File: src/rtl/servant_spi_cache.sv
// servant_spi_cache
// Direct-mapped, write-through, one-word-per-line cache sitting between the
// servile CPU memory Wishbone port and the SPI master Wishbone port. Repeated
// reads are served in one cycle from the local arrays; every write is passed
// downstream and, when it hits, also merged into the cached copy.
//
// Ports
//   i_clk, i_rst_n        clock, synchronous active-low reset
//   i_wb_cpu_*            Wishbone slave from the CPU (cyc held until ack)
//   o_wb_cpu_rdt/ack      read data and one-cycle acknowledge to the CPU
//   o_wb_mem_*            Wishbone master towards the SPI master interface
//   i_wb_mem_rdt/ack      downstream read data and acknowledge
//   o_hits, o_misses      read hit/miss counters (SPI_CACHE_STATS_EN only)
//
// Build option: define SPI_CACHE_STATS_EN to add the saturating 16-bit
// hit/miss counters. Without it the counters and their ports are absent.
//
// state   | meaning
// --------+------------------------------------------------------------
// S_IDLE  | waiting for a CPU request; read hits are answered from here
// S_FILL  | downstream read outstanding for a read miss
// S_WRITE | downstream write outstanding (write-through)

module servant_spi_cache #(
   parameter int AW    = 22,
   parameter int LINES = 16
) (
   input  logic          i_clk,
   input  logic          i_rst_n,
   input  logic [AW-1:0] i_wb_cpu_adr,
   input  logic [31:0]   i_wb_cpu_dat,
   input  logic [3:0]    i_wb_cpu_sel,
   input  logic          i_wb_cpu_we,
   input  logic          i_wb_cpu_cyc,
   output logic [31:0]   o_wb_cpu_rdt,
   output logic          o_wb_cpu_ack,
   output logic [AW-1:0] o_wb_mem_adr,
   output logic [31:0]   o_wb_mem_dat,
   output logic [3:0]    o_wb_mem_sel,
   output logic          o_wb_mem_we,
   output logic          o_wb_mem_cyc,
   input  logic [31:0]   i_wb_mem_rdt,
   input  logic          i_wb_mem_ack
`ifdef SPI_CACHE_STATS_EN
   ,
   output logic [15:0]   o_hits,
   output logic [15:0]   o_misses
`endif
);

   localparam int IW = $clog2(LINES);
   localparam int TW = AW - IW;

   typedef enum logic [1:0] {
      S_IDLE,
      S_FILL,
      S_WRITE
   } state_t;

   state_t           state;
   logic [31:0]      data_q [LINES];
   logic [TW-1:0]    tag_q  [LINES];
   logic [LINES-1:0] valid_q;

   logic [IW-1:0] cpu_idx;
   logic [TW-1:0] cpu_tag;
   logic [IW-1:0] mem_idx;
   logic [TW-1:0] mem_tag;
   logic          cpu_hit;
   logic          mem_hit;
   logic          accept;
   logic          fill_done;
   logic          write_done;
   logic [31:0]   merged;

   assign cpu_idx = i_wb_cpu_adr[IW-1:0];
   assign cpu_tag = i_wb_cpu_adr[AW-1:IW];
   // The registered downstream address identifies the line being filled or written.
   assign mem_idx = o_wb_mem_adr[IW-1:0];
   assign mem_tag = o_wb_mem_adr[AW-1:IW];

   assign cpu_hit = valid_q[cpu_idx] && (tag_q[cpu_idx] == cpu_tag);
   assign mem_hit = valid_q[mem_idx] && (tag_q[mem_idx] == mem_tag);

   // Blocking acceptance while ack is high keeps a held cyc from being
   // counted as a second transfer.
   assign accept     = (state == S_IDLE) && i_wb_cpu_cyc && !o_wb_cpu_ack;
   assign fill_done  = (state == S_FILL)  && i_wb_mem_ack;
   assign write_done = (state == S_WRITE) && i_wb_mem_ack;

   always_comb begin
      merged = data_q[mem_idx];
      for (int b = 0; b < 4; b++) begin
         if (o_wb_mem_sel[b]) merged[8*b +: 8] = o_wb_mem_dat[8*b +: 8];
      end
   end

   // Tag and data arrays carry no reset; only the valid bits qualify them.
   // A reset edge during an outstanding transfer must not touch them.
   always_ff @(posedge i_clk) begin
      if (i_rst_n) begin
         if (fill_done) begin
            data_q[mem_idx] <= i_wb_mem_rdt;
            tag_q[mem_idx]  <= mem_tag;
         end else if (write_done && mem_hit) begin
            data_q[mem_idx] <= merged;
         end
      end
   end

   always_ff @(posedge i_clk) begin
      if (!i_rst_n) begin
         state        <= S_IDLE;
         valid_q      <= '0;
         o_wb_cpu_ack <= 1'b0;
         o_wb_cpu_rdt <= '0;
         o_wb_mem_adr <= '0;
         o_wb_mem_dat <= '0;
         o_wb_mem_sel <= '0;
         o_wb_mem_we  <= 1'b0;
         o_wb_mem_cyc <= 1'b0;
`ifdef SPI_CACHE_STATS_EN
         o_hits       <= '0;
         o_misses     <= '0;
`endif
      end else begin
         o_wb_cpu_ack <= 1'b0;
         case (state)
            S_IDLE: begin
               if (accept) begin
                  if (i_wb_cpu_we) begin
                     o_wb_mem_adr <= i_wb_cpu_adr;
                     o_wb_mem_dat <= i_wb_cpu_dat;
                     o_wb_mem_sel <= i_wb_cpu_sel;
                     o_wb_mem_we  <= 1'b1;
                     o_wb_mem_cyc <= 1'b1;
                     state        <= S_WRITE;
                  end else if (cpu_hit) begin
                     o_wb_cpu_ack <= 1'b1;
                     o_wb_cpu_rdt <= data_q[cpu_idx];
`ifdef SPI_CACHE_STATS_EN
                     if (o_hits != 16'hFFFF) o_hits <= o_hits + 16'd1;
`endif
                  end else begin
                     o_wb_mem_adr <= i_wb_cpu_adr;
                     o_wb_mem_sel <= 4'hF;
                     o_wb_mem_we  <= 1'b0;
                     o_wb_mem_cyc <= 1'b1;
                     state        <= S_FILL;
`ifdef SPI_CACHE_STATS_EN
                     if (o_misses != 16'hFFFF) o_misses <= o_misses + 16'd1;
`endif
                  end
               end
            end
            S_FILL: begin
               if (i_wb_mem_ack) begin
                  valid_q[mem_idx] <= 1'b1;
                  o_wb_mem_cyc     <= 1'b0;
                  o_wb_cpu_ack     <= 1'b1;
                  o_wb_cpu_rdt     <= i_wb_mem_rdt;
                  state            <= S_IDLE;
               end
            end
            S_WRITE: begin
               if (i_wb_mem_ack) begin
                  o_wb_mem_cyc <= 1'b0;
                  o_wb_mem_we  <= 1'b0;
                  o_wb_cpu_ack <= 1'b1;
                  o_wb_cpu_rdt <= '0;
                  state        <= S_IDLE;
               end
            end
            default: state <= S_IDLE;
         endcase
      end
   end

endmodule

File: config.mk
export PLATFORM = sky130hd
export DESIGN_NAME = servant_spi_cache
export DESIGN_NICKNAME = d
export VERILOG_FILES = /design/src/rtl/servant_spi_cache.sv
export SDC_FILE = /design/constraint.sdc
export NUM_CORES = 1
export LEC_CHECK = 0
export CAP_MARGIN = 10
export CORE_MARGIN = 1
export CORE_UTILIZATION = 65
export CTS_CLUSTER_DIAMETER = 80
export CTS_CLUSTER_SIZE = 28
export DETAILED_ROUTE_END_ITERATION = 10
export PLACE_DENSITY = 0.85
export SLEW_MARGIN = 20
export SYNTH_ARGS = -nofsm -noshare
export SYNTH_HDL_FRONTEND = slang
export SYNTH_SLANG_ARGS = --single-unit
File: constraint.sdc
create_clock -name i_clk -period 6.8 [get_ports i_clk]
set_input_delay 1.02 -clock i_clk [delete_from_list [all_inputs] [get_ports i_clk]]
set_output_delay 1.02 -clock i_clk [all_outputs]
set_load 0.03 [all_outputs]
==> impl_metrics.yaml <==
global_routing:
  grt_max_degree: 95
  grt_overflow_total: 0
  antenna_found_initial: 3
  grtUsageTotal: 0.340
  grt_pass1_wl_mm: 147
  grt_pass1_vias: 21900
clock_tree:
  cts_buffers: 41
  htree_levels: 2
  root_buffer: "clkbuf_16"
  clkLatencyLatePin_ns: 0.63
  cts_setup_buffers: 0
  hold_buffers: 0
  cts.sink_count: 915
  cts_buffer_depth: 3
  cts_tree: "done"
  cts_resized: 0
  clk_pin_slew_worst_paths_ns: 0.10
placed_design:
  place_hpwl_mm: 61.7
  gp_congestion: 0.845
  portBuffers: 187
timing:
  tns_ns: 0
  slew_violations: 0
  setup_viol: 0
  worstMarginPinSlew_ns: 1.02
  holdWs_ns: 0.482
  rsz0062_at_grt: "false"
  fin_crit_sh: 0.836
  min_period_ns: 5.68
  final_hold_viol_count: 0
  finClkSkew_ns: 0.0432
  fmax_mhz: 176
  relSlewSlack: 0.315
cells_and_area:
  multi_input_area_um2: 11500
  synthToLayoutAreaGrowth_pct: 10.2
  num-fill-cells: 3205
  nets: 2298
  drive_gt1_frac: 0.218
  ff_latch_area_um2: 26300
hold_path:
  hold_path_class: "reg -> reg"
critical_path:
  critPathKind: "reg -> reg"
  cp-start-kind: "flip-flop"
  endpoint_kind: "flip-flop"
  cp_data_arrival_time_ns: 5.93
  critPathMaxFanout: 49
  worstPathRequired_ns: 7.04
power_and_ir_drop:
  irDropWorstVdd_uv: 244
  p_leak_nw: 13.4
  powerDensity_nw_per_um2: 269
drt:
  wl_per_cell_um: 33.3
  via_per_inst: 7.33
  antenna_left: 0
  drt-total-wl_mm: 99.8
  drtIter0Drc: 3041
  first_pass_iters: 8
  dr_total_vias: 22000
  remaining_drc_errors: 0
synth:
  ys.flop_type: "edfxtp_1"
  ys_ff_latch: 915
  yosysWarningCount: 0
  async_flop_share: 0
  synth-edff-count: 800
  synth_area_um2: 38500
  yosysUniqueCellTypes: 58
  syn-num-nets: 2158
  synthCells: 2058
  synth_area_per_cell_um2: 18.7
  seq_area_frac_synth: 0.685
run:
  cap_violations: 0
floorplan:
  core_um2: 58000
  dieArea_um2: 60100
  die_w_um: 245
  initial_core_util: 0.663
  die_h_um: 245
  rows: 88
  io_pins: 188
outcome:
  status: "finished clean"
-- worst paths after layout --
path	from	slack, ns	cells after the start	endpoint
max	flip-flop	1.12	10	data_q[10][25]
min	o_wb_mem_dat[11]	0.48	2	o_wb_mem_dat[11]
max reg2reg	flip-flop	1.12	10	data_q[10][25]
min reg2reg	o_wb_mem_dat[11]	0.48	2	o_wb_mem_dat[11]
-- critical path, cell delays in order, from the launching register on --
cell and delay [ns]:
dfxtp_4 0.68, buf_12 0.42, mux4_2 0.55, mux2i_1 0.19, mux2i_1 0.12, xor2_1 0.21, nor4_1 0.71, nand4_2 0.51
nor3_4 0.81, nor2_2 0.34, nor2_1 0.69
-- synthesized netlist by cell type (3+ instances only) --
cell type	count	area share
mux4_2	309	0.18
buf_1	24	0.0023
buf_6	6	0.0018
nand2_1	135	0.013
a22o_1	3	0.00068
dfxtp_1	115	0.060
nand3_1	11	0.0014
nor2_2	4	0.00065
and2_1	3	0.00049
a2111oi_0	3	0.00068
nor2_1	127	0.012
ha_1	5	0.0016
a22oi_1	33	0.0064
inv_1	9	0.00088
buf_4	14	0.0027
nor2b_1	14	0.0023
nand2b_1	3	0.00049
nor4_1	6	0.00098
a221oi_1	13	0.0030
mux2_2	32	0.0094
a211oi_1	33	0.0064
nor3_1	5	0.00065
nand4_1	3	0.00049
o221a_2	4	0.0012
o21ai_0	10	0.0013
clkbuf_1	58	0.0057
a21o_1	18	0.0035
mux2i_1	94	0.024
xnor2_1	14	0.0032
and3_1	13	0.0021
edfxtp_1	800	0.62
a21oi_1	45	0.0059
nor3_4	4	0.0017
xor2_1	24	0.0055
buf_2	33	0.0043
-- per-stage QoR --
stage	area (um^2)	power (mW)	cells	worst slack, ns	util
after floorplan	38500	7.78	2058	2.75	-
after global placement	41100	8.45	2920	1.34	0.708
after detailed placement	41100	8.52	2920	1.16	0.708
after CTS	42400	11.4	2995	1.19	0.730
after global routing	42400	11.7	2995	0.902	0.730
final	42400	11.4	2997	1.12	0.730
-- power by group --
group	total (mW)	leakage, nW	switching (mW)	internal [mW]
combinational	1.92	4.64	1.15	0.778
clock	2.97	0.613	1.74	1.23
sequential	6.52	8.19	0.225	6.30
total	11.4	13.4	3.11	8.30
-- logic make-up after synthesis --
family | count (synthesis) | synth area share
DFF | 915 | 0.685
buffers and inverters | 145 | 0.0178
muxes | 435 | 0.215
AOI/OAI and AO/OA | 182 | 0.0335
xor gates and xnor gates | 38 | 0.00865
and+or+nand+nor | 338 | 0.0391
adders and majority gates | 5 | 0.00163
-- area by class of cell --
class | count | area share
Clock inverter | 10 | 0.00301
Sequential cell | 915 | 0.621
Clock buffer | 65 | 0.0273
Tap cell | 765 | 0.0226
Antenna cell | 2 | 0.000118
Timing Repair Buffer | 232 | 0.0533
Multi-Input combinational cell | 998 | 0.271
Inverter | 10 | 0.000886
-- cell usage in the layout, fill, tap and decap left out, types with 18 or more instances in the layout --
cell / n
clkdlybuf4s50_1: 182
mux2i_1: 94
a21o_1: 18
buf_4: 41
xor2_1: 24
nand2_1: 134
a211oi_1: 33
edfxtp_1: 800
mux4_2: 309
nor2_2: 20
dfxtp_1: 111
clkbuf_16: 43
a22oi_1: 33
nor2_1: 111
clkbuf_1: 22
a21oi_1: 45
mux2_2: 32
-- registers in the layout (all words and copies together) (netlist names), 2 cells and up, named ones only --
name	count
o_wb_mem_dat	32
data_q	512
state	2
valid_q	16
tag_q	288
o_wb_cpu_rdt	32
o_wb_mem_sel	4
o_wb_mem_adr	22
-- layer usage --
| metal | vias up | GRT usage | part of all wire |
|---|---|---|---|
| met3 | 258 | 0.0736 | 0.13 |
| met5 | - | 0 | 0.00013 |
| met1 | 11300 | 0.490 | 0.36 |
| met4 | 2 | 0.118 | 0.038 |
| li1 | 8640 | - | - |
| met2 | 1773 | 0.524 | 0.48 |
No activity file was read; power rests on OpenSTA's default activity.
